**config.mk**
```make
export PLATFORM = sky130hd
export DESIGN_NAME = line_writeback_buffer_flat
export DESIGN_NICKNAME = d
export VERILOG_FILES = /design/src/rtl/line_writeback_buffer_if.sv /design/src/rtl/line_writeback_buffer.sv /design/src/flat_wrapper.sv
export SDC_FILE = /design/constraint.sdc
export NUM_CORES = 1
export LEC_CHECK = 0
export CORE_UTILIZATION = 30
export DETAILED_ROUTE_END_ITERATION = 10
export HOLD_SLACK_MARGIN = 0.06
export PLACE_DENSITY = 0.51
export REMOVE_ABC_BUFFERS = 1
export SLEW_MARGIN = 20
export SYNTH_ARGS = -nofsm -noshare
export SYNTH_HDL_FRONTEND = slang
export SYNTH_SLANG_ARGS = --single-unit
export TNS_END_PERCENT = 5
```
**constraint.sdc**
```tcl
create_clock -name clk -period 5.9 [get_ports clk]
set_input_delay 0.59 -clock clk [delete_from_list [all_inputs] [get_ports clk]]
set_output_delay 0.59 -clock clk [all_outputs]
set_load 0.01 [all_outputs]
```
**src/rtl/line_writeback_buffer_if.sv**
```systemverilog
// rtl/line_writeback_buffer_if.sv - cache-side and memory-side signals of the line write-back buffer
interface line_writeback_buffer_if #(
  parameter int ADDRESS_WIDTH = 32,
  parameter int LINE_WIDTH    = 128
);
  logic                     Cache_WE;
  logic [ADDRESS_WIDTH-1:0] Cache_write_address;
  logic [LINE_WIDTH-1:0]    Cache_bus_in;
  logic [ADDRESS_WIDTH-1:0] Cache_read_address;
  logic [LINE_WIDTH-1:0]    Cache_bus_out;
  logic                     Buffer_full;
  logic                     Fwd_hit;
  logic                     Memory_WE;
  logic [ADDRESS_WIDTH-1:0] Memory_write_address;
  logic [LINE_WIDTH-1:0]    Memory_bus_out;
  logic                     Memory_ready;
  logic [ADDRESS_WIDTH-1:0] Memory_read_address;
  logic [LINE_WIDTH-1:0]    Memory_bus_in;

  modport slave (
    input  Cache_WE, Cache_write_address, Cache_bus_in, Cache_read_address,
           Memory_ready, Memory_bus_in,
    output Cache_bus_out, Buffer_full, Fwd_hit, Memory_WE, Memory_write_address,
           Memory_bus_out, Memory_read_address
  );

  modport master (
    output Cache_WE, Cache_write_address, Cache_bus_in, Cache_read_address,
           Memory_ready, Memory_bus_in,
    input  Cache_bus_out, Buffer_full, Fwd_hit, Memory_WE, Memory_write_address,
           Memory_bus_out, Memory_read_address
  );
endinterface

```
**src/rtl/line_writeback_buffer.sv**
```systemverilog
// rtl/line_writeback_buffer.sv - posted line write-back FIFO with read forwarding
// Optional in-place coalescing of same-line pushes: WB_COALESCE_EN.
module line_writeback_buffer #(
  parameter int ADDRESS_WIDTH = 32,
  parameter int LINE_WIDTH    = 128,
  parameter int DEPTH         = 4
) (
  input  logic                   clk,
  input  logic                   rst_n,
  line_writeback_buffer_if.slave bus
);
  localparam int OFF_W = $clog2(LINE_WIDTH / 8);
  localparam int TAG_W = ADDRESS_WIDTH - OFF_W;
  localparam int PTR_W = $clog2(DEPTH);
  localparam int CNT_W = PTR_W + 1;
  localparam logic [CNT_W-1:0] FULL_CNT = CNT_W'(DEPTH);

  logic                  valid_q [DEPTH];
  logic [TAG_W-1:0]      tag_q   [DEPTH];
  logic [LINE_WIDTH-1:0] data_q  [DEPTH];
  logic [PTR_W-1:0]      head_q, head_d;
  logic [PTR_W-1:0]      tail_q, tail_d;
  logic [CNT_W-1:0]      count_q, count_d;

  logic [TAG_W-1:0]      wr_tag;
  logic [TAG_W-1:0]      rd_tag;
  logic                  full;
  logic                  pop;
  logic                  push_alloc;
  logic                  coal_hit;
  logic                  fwd_hit;
  logic [LINE_WIDTH-1:0] fwd_data;
  logic [PTR_W-1:0]      fwd_idx;
  logic                  unused_offsets;

  assign wr_tag         = bus.Cache_write_address[ADDRESS_WIDTH-1:OFF_W];
  assign rd_tag         = bus.Cache_read_address[ADDRESS_WIDTH-1:OFF_W];
  assign unused_offsets = ^bus.Cache_write_address[OFF_W-1:0];

  assign full       = (count_q == FULL_CNT);
  assign pop        = (count_q != '0) && bus.Memory_ready;
  assign push_alloc = bus.Cache_WE && !full && !coal_hit;

`ifdef WB_COALESCE_EN
  logic [PTR_W-1:0] coal_idx;
  logic [PTR_W-1:0] coal_scan;

  // The head leaving this cycle cannot absorb new data; it must go out as-is.
  always_comb begin
    coal_hit  = 1'b0;
    coal_idx  = '0;
    coal_scan = '0;
    for (int i = 0; i < DEPTH; i++) begin
      coal_scan = head_q + PTR_W'(i);
      if (bus.Cache_WE && valid_q[coal_scan] && (tag_q[coal_scan] == wr_tag) &&
          !(pop && (coal_scan == head_q))) begin
        coal_hit = 1'b1;
        coal_idx = coal_scan;
      end
    end
  end
`else
  assign coal_hit = 1'b0;
`endif

  always_comb begin
    head_d  = head_q;
    tail_d  = tail_q;
    count_d = count_q;
    if (pop)        head_d = head_q + PTR_W'(1);
    if (push_alloc) tail_d = tail_q + PTR_W'(1);
    if (push_alloc && !pop)      count_d = count_q + CNT_W'(1);
    else if (!push_alloc && pop) count_d = count_q - CNT_W'(1);
  end

  always_ff @(posedge clk) begin
    if (!rst_n) begin
      head_q  <= '0;
      tail_q  <= '0;
      count_q <= '0;
      for (int i = 0; i < DEPTH; i++) valid_q[i] <= 1'b0;
    end else begin
      head_q  <= head_d;
      tail_q  <= tail_d;
      count_q <= count_d;
      if (pop)        valid_q[head_q] <= 1'b0;
      if (push_alloc) valid_q[tail_q] <= 1'b1;
    end
  end

  // Payload needs no reset: valid bits alone decide what is live.
  always_ff @(posedge clk) begin
    if (push_alloc) begin
      tag_q[tail_q]  <= wr_tag;
      data_q[tail_q] <= bus.Cache_bus_in;
    end
`ifdef WB_COALESCE_EN
    if (coal_hit) data_q[coal_idx] <= bus.Cache_bus_in;
`endif
  end

  // Scan oldest to youngest so the youngest match wins.
  always_comb begin
    fwd_hit  = 1'b0;
    fwd_data = bus.Memory_bus_in;
    fwd_idx  = '0;
    for (int i = 0; i < DEPTH; i++) begin
      fwd_idx = head_q + PTR_W'(i);
      if (valid_q[fwd_idx] && (tag_q[fwd_idx] == rd_tag)) begin
        fwd_hit  = 1'b1;
        fwd_data = data_q[fwd_idx];
      end
    end
  end

  assign bus.Cache_bus_out        = fwd_data;
  assign bus.Fwd_hit              = fwd_hit;
  assign bus.Buffer_full          = full;
  assign bus.Memory_WE            = (count_q != '0);
  assign bus.Memory_write_address = {tag_q[head_q], {OFF_W{1'b0}}};
  assign bus.Memory_bus_out       = data_q[head_q];
  assign bus.Memory_read_address  = bus.Cache_read_address;
endmodule

```
**src/flat_wrapper.sv**
```systemverilog
// flat-port wrapper written by rule: the top's interface ports become plain ports
module line_writeback_buffer_flat 
#(
  parameter int ADDRESS_WIDTH = 32,
  parameter int LINE_WIDTH    = 128,
  parameter int DEPTH         = 4
)
  (clk, rst_n, bus_Cache_WE, bus_Cache_write_address, bus_Cache_bus_in, bus_Cache_read_address, bus_Memory_ready, bus_Memory_bus_in, bus_Cache_bus_out, bus_Buffer_full, bus_Fwd_hit, bus_Memory_WE, bus_Memory_write_address, bus_Memory_bus_out, bus_Memory_read_address);
  line_writeback_buffer_if #(.ADDRESS_WIDTH(ADDRESS_WIDTH), .LINE_WIDTH(LINE_WIDTH)) bus_i ();
  input  logic clk;
  input  logic rst_n;
  input wire logic [$bits(bus_i.Cache_WE)-1:0] bus_Cache_WE;
  input wire logic [$bits(bus_i.Cache_write_address)-1:0] bus_Cache_write_address;
  input wire logic [$bits(bus_i.Cache_bus_in)-1:0] bus_Cache_bus_in;
  input wire logic [$bits(bus_i.Cache_read_address)-1:0] bus_Cache_read_address;
  input wire logic [$bits(bus_i.Memory_ready)-1:0] bus_Memory_ready;
  input wire logic [$bits(bus_i.Memory_bus_in)-1:0] bus_Memory_bus_in;
  output wire logic [$bits(bus_i.Cache_bus_out)-1:0] bus_Cache_bus_out;
  output wire logic [$bits(bus_i.Buffer_full)-1:0] bus_Buffer_full;
  output wire logic [$bits(bus_i.Fwd_hit)-1:0] bus_Fwd_hit;
  output wire logic [$bits(bus_i.Memory_WE)-1:0] bus_Memory_WE;
  output wire logic [$bits(bus_i.Memory_write_address)-1:0] bus_Memory_write_address;
  output wire logic [$bits(bus_i.Memory_bus_out)-1:0] bus_Memory_bus_out;
  output wire logic [$bits(bus_i.Memory_read_address)-1:0] bus_Memory_read_address;
  assign bus_i.Cache_WE = bus_Cache_WE;
  assign bus_i.Cache_write_address = bus_Cache_write_address;
  assign bus_i.Cache_bus_in = bus_Cache_bus_in;
  assign bus_i.Cache_read_address = bus_Cache_read_address;
  assign bus_i.Memory_ready = bus_Memory_ready;
  assign bus_i.Memory_bus_in = bus_Memory_bus_in;
  assign bus_Cache_bus_out = bus_i.Cache_bus_out;
  assign bus_Buffer_full = bus_i.Buffer_full;
  assign bus_Fwd_hit = bus_i.Fwd_hit;
  assign bus_Memory_WE = bus_i.Memory_WE;
  assign bus_Memory_write_address = bus_i.Memory_write_address;
  assign bus_Memory_bus_out = bus_i.Memory_bus_out;
  assign bus_Memory_read_address = bus_i.Memory_read_address;
  line_writeback_buffer #(.ADDRESS_WIDTH(ADDRESS_WIDTH), .LINE_WIDTH(LINE_WIDTH), .DEPTH(DEPTH)) u_core (.clk(clk), .rst_n(rst_n), .bus(bus_i));
endmodule
```
## Word-level counts from Yosys, hierarchy flattened

Memories as Yosys holds them, arrays and structs flattened. A register that Yosys moved wholly into a read port is not among the register bits.
Index checks and enable logic that the tools add are counted.

| operators by class | value |
|---|---|
| add/subtract/negate cells | 6 |
| equality and inequality tests | 5 |
| mux-type cells | 30 |
| reduce and logical (&&, ||, !) cells | 15 |

Operators by type and width:

| operator | count |
|---|---|
| 2-to-1 mux 128 bit | 4 |
| equality test 28 bit | 4 |
| 2-to-1 mux 1 bit | 16 |
| 2-to-1 mux 2 bit | 8 |
| logical AND 1 bit | 8 |
| 2-to-1 mux 3 bit | 2 |
| adder 2 x 1 -> 2 bit (second input constant) | 2 |
| adder 2 bit (second input constant) | 2 |
| adder 3 x 1 -> 3 bit (second input constant) | 1 |
| equality test 3 bit (second input constant) | 1 |
| logical NOT 1 bit | 3 |
| nonzero test 3 bit | 1 |
| subtractor 3 x 1 -> 3 bit (second input constant) | 1 |
| nonzero test 2 bit | 1 |
| OR reduction 1 bit | 2 |

| storage, ports and cells | value |
|---|---|
| register bits after elaboration | 7 |
| bits in writable memories | 628 |
| input bits | 324 |
| output and inout bits | 323 |
| logic and storage cells | 62 |
| memories | 3 |

Memory list:

| memory | words | bits a word | read ports | clocked after memory_dff | write ports | RTL line | source |
|---|---|---|---|---|---|---|---|
| u_core.data_q | 4 | 128 | 4 | 1 | 1 | line_writeback_buffer.sv:20 | `logic [LINE_WIDTH-1:0] data_q [DEPTH];` |
| u_core.tag_q | 4 | 28 | 4 | 1 | 1 | line_writeback_buffer.sv:19 | `logic [TAG_W-1:0] tag_q [DEPTH];` |
| u_core.valid_q | 4 | 1 | 4 | 1 | 4 | line_writeback_buffer.sv:18 | `logic valid_q [DEPTH];` |

## Longest topological paths before layout

| depth | value |
|---|---|
| depth after elaboration | 8 |
| depth in mapped cells | 15 |
| mapped depth without buffers | 9 |

## Worst setup path before layout

Ideal clock, no wire load.

| timing path | value |
|---|---|
| path kind | input to register |
| start point | in bus_Cache_WE |
| end point | mem u_core.data_q[0][0], enable pin |
| arrival | 4.560 ns |
| required time | 5.365 ns |
| slack | 0.805 ns |
| cell stages on the path | 3 |
| buffers on the path | 1 |
| cell sequence | nor2b_1 clkbuf_1 and2_1 |

| on the way | value |
|---|---|
| word-level cells in the longest chain between the ends | 3 |

Ends and longest elaborated chain:

| what | RTL line | source |
|---|---|---|
| start, declared | flat_wrapper.sv:12 | `input wire logic [$bits(bus_i.Cache_WE)-1:0] bus_Cache_WE;` |
| logical AND 1 bit | line_writeback_buffer.sv:42 | `assign push_alloc = bus.Cache_WE && !full && !coal_hit;` |
| via u_core.push_alloc | line_writeback_buffer.sv:29 | `logic push_alloc;` |
| 2-to-1 mux 1 bit | line_writeback_buffer.sv:93 | `if (push_alloc) begin` |
| 2-to-1 mux 1 bit (implied by the code) | line_writeback_buffer.sv:95 | `data_q[tail_q] <= bus.Cache_bus_in;` |
| end, declared | line_writeback_buffer.sv:20 |  |

The timed path passes the listed nets, and every way through them passes these cells.

## Worst setup path in the final report

| timing path | value |
|---|---|
| start point | reg u_core.head_q[1] |
| end point | out bus_Cache_bus_out[47] |

| on the way | value |
|---|---|
| word-level cells in the longest chain between the ends | 7 |
| elaborated cells on any way between the ends | 15 |
| classes of those cells | add/sub: 3; eq/ne: 3; mux: 3; reduce/logical: 3; memory: 3 |

Ends and longest elaborated chain:

| what | RTL line | source |
|---|---|---|
| start, declared | line_writeback_buffer.sv:21 | `logic [PTR_W-1:0] head_q, head_d;` |
| start signal, assigned | line_writeback_buffer.sv:78 | `head_q <= '0;` |
| start signal, assigned | line_writeback_buffer.sv:83 | `head_q <= head_d;` |
| adder 2 x 1 -> 2 bit | line_writeback_buffer.sv:108 | `fwd_idx = head_q + PTR_W'(i);` |
| memory read (4 x 28 bit) | n/a |  |
| equality test 28 bit | line_writeback_buffer.sv:109 | `if (valid_q[fwd_idx] && (tag_q[fwd_idx] == rd_tag)) begin` |
| logical AND 1 bit | line_writeback_buffer.sv:109 |  |
| 2-to-1 mux 128 bit (2 in a row) | line_writeback_buffer.sv:109 |  |
| 2-to-1 mux 128 bit (*) | line_writeback_buffer.sv:109 |  |
| end, declared | flat_wrapper.sv:18 | `output wire logic [$bits(bus_i.Cache_bus_out)-1:0] bus_Cache_bus_out;` |

Mark *: on every way between the ends. The rest lies on a longest branch, timed or not.

==> results.md <==
- Status: complete, no violations
- Wirelength, routed: 140,000 um
- Post-detailed-route count of antenna-violating nets: 0
- Synth area leader: edfxtp_1
- WS Path Type: flip-flop to primary output
- First-pass GRT wire length: 203,000 um
- Nets: 3,571
- Root Driver: clkbuf_16
- CP delay by family, top: buffers and inverters
- Critical Path, Cell by Cell: buf_4, mux4_2, xnor2_1, nand4_1, nor2_1, o2111a_4, buf_12, nand2_4, buf_12, a31oi_1, o211ai_1, clkdlybuf4s50_1
- Tightest Pin Transition: 1.01 ns
- #FFs+latches synth: 637
- Layout area overhead: 26.3%
- CTS max path bufs: 3
- Register area share after synthesis: 45.3%
- Largest net degree at the start of global routing: 132
- Final hold vios: 0
- Worst Path Arrival: 5.14 ns
- Initial Util: 30.4%
- Most frequent cells in the layout: clkdlybuf4s50_1 (630), edfxtp_1 (624), mux4_2 (573)
- Critical Path Most Common Cell: buf_12
- Residual DRC: 0
- Ranking of synthesized cells by area: edfxtp_1 (45%), mux4_2 (31%), o211ai_1 (2.4%), mux2_1 (2.3%), mux2i_1 (2.1%)
- Worst path buffer plus inverter count: 4
- Synth top area share: 44.7%
- Total GRT Usage: 19.3%
- Tot Pwr: 17,800 uW
- Cts bufs inserted: 76
- Post-DR vias/cell: 5.65
- PD cells: 335 nW/um2
- Slew HR: 32.5%
- Count of different cell masters after synthesis: 62
- Slowest stage delay, CP: 0.64 ns
- Tcrit/Tclk final: 97.2%
- Clock latency on the worst-skew pair: 0.68 ns
- Io pins: 647
- Core Util, Final: 38.4%
- Detail Placement HPWL: 92,300 um
- CTS tree: done
- Ys flop type: edfxtp_1
- Worst-path maximum fanout: 66
- Synth async-reset ratio: 0%
- RSZ-0062 raised after global routing: no
- Worst Hold Class: flip-flop to flip-flop
- Total gr overflow: 0
- WHS: 0.511 ns
- Cell Area, Synth: 42,000 um2
- Leak pwr: 0.0171 uW
- Chip width: 376 um
- Commonest non-fill, non-tap cell in the layout: clkdlybuf4s50_1
- Worst Skew: 0.0459 ns
- Number of synthesized flops with an enable pin: 624
- Number of buffers added on ports: 630
- Final setup viols: 0
- Fraction of layout cells with a size suffix above 1: 26.7%
- Via count: 29,200
- Die Span Y: 376 um
- RePlAce Congestion: 0.849
- Critical path capture point type: primary output
- Sink Count: 637
- Initial DRC count: 2,303
- Synthesized area per cell: 15.4 um2
- Tmin final: 5.73 ns
- Fmax: 0.174 GHz
- CTS H-tree lvls: 3
- Mapped Cells: 2,727
- DR pass1 iterations: 6
- Initial antenna violation count: 15
- Die area: 141,000 um2
- Req. time, crit path: 5.31 ns
- Clock-pin slew on the worst setup and hold paths: 0.06 ns
- Startpoint types: flip-flop
- Post-DR wirelength/cell: 27.1 um
- Number of global-route vias before repair: 29,800
- Peak supply drop: 0.241 mV
- Core Area: 138,000 um2
- Synth warn: 0
- Fin. max-slew vios: 0
- Cell Rows: 136
- Slowest cell on the critical path: dfxtp_4
- Max Cap Viol: 0
[cell usage after synthesis, drive strengths merged, types with 3 or more instances]
cell,number
nor3,6
dfxtp,13
o2111a,3
nor4,10
ha,5
o22ai,9
nor2,26
o31ai,3
inv,149
and2,10
a22o,5
a21oi,14
xnor2,61
or2,3
nor2b,4
or4,3
a211oi,5
o211ai,135
xor2,26
and3,130
a22oi,6
nand4,10
clkbuf,122
a31oi,130
a2111oi,5
edfxtp,624
a222oi,4
o2bb2ai,10
mux4,573
o21ai,18
nand2,11
buf,193
nand3,131
mux2,144
o21a,8
mux2i,89
a221oi,5
[state kept, by name, indices dropped and copies added (netlist names), named ones only]
name and flops:
u_core.data_q 512, u_core.tag_q 112, u_core.valid_q 4, u_core.count_q 3, u_core.head_q 2, u_core.tail_q 2
[logic make-up (layout without fill, tap and decap cells)]
logic type / Yosys count / count (layout) / share of synthesized area [%]
multiplexers: 806 / 806 / 36.7
flip-flops: 637 / 637 / 45.3
buffers and inverters: 466 / 1038 / 5.08
AO/OA/AOI/OAI: 374 / 374 / 6.25
AND/OR/NAND/NOR: 350 / 350 / 4.63
XOR/XNOR: 87 / 87 / 1.82
adder cells (fa/ha/maj): 6 / 6 / 0.197
other: 1 / 11 / 0.00894
[cell type report]
class / instances / area (um2)
Fill cell: 13000 / 85200
Multi-Input combinational cell: 1627 / 20900
Sequential cell: 637 / 19000
Timing Repair Buffer: 748 / 7630
Tap cell: 1863 / 2330
Clock buffer: 91 / 1960
Inverter: 151 / 567
Clock inverter: 48 / 547
Antenna cell: 7 / 17.5
[path summary, 6_finish.rpt]
check	from	end	slack, ns	cells past startpoint
hold / removal	u_core.count_q[2]	u_core.count_q[2]	0.51	2
hold reg to reg	u_core.count_q[2]	u_core.count_q[2]	0.51	2
setup reg to reg	u_core.count_q[0]	u_core.data_q[0][16]	3.17	4
setup / recovery	u_core.head_q[1]	bus_Cache_bus_out[47]	0.17	12
[power breakdown]
group          leakage, uW  total [uW]  internal (uW)  switching (uW)
logic               0.0100        7030           3770            3260
registers          0.00583        5960           5550             410
clock network      0.00122        4770           2750            2020
[per-layer routing]
layer	vias to the layer above	GRT usage [%]	wire [um]
met4	18	5.62	3650
met2	1157	33.1	70400
met3	209	4.13	9470
met5	-	0	125
li1	12500	-	-
met1	15300	24.5	56400
[stage by stage]
stage | cells | setup WS, ns | TNS (ns) | cell area, um2
after detailed placement | 5012 | 0.557 | 0 | 50300
after global routing | 5169 | 0.0143 | 0 | 53000
final | 5172 | 0.167 | 0 | 53000
after global placement | 5012 | 0.531 | 0 | 50300
after floorplan | 2415 | -24.36 | -3586.34 | 40400
after CTS | 5157 | 0.0335 | 0 | 52900
[what timing repair did]
action / 4_1_cts / 5_1_grt
setup endpoints to repair: 115 / 117
resized for setup: 2 / 5
pin swaps: 0 / 1
buffers inserted: 6 / 8
hold buffers: 0 / 0
[tightest hold or removal path, stage by stage (launching register included)]
cell,delay [ns]
dfxtp_1,0.32
o21ai_0,0.07
a21boi_0,0.07
No activity file was read; power rests on OpenSTA's default activity.
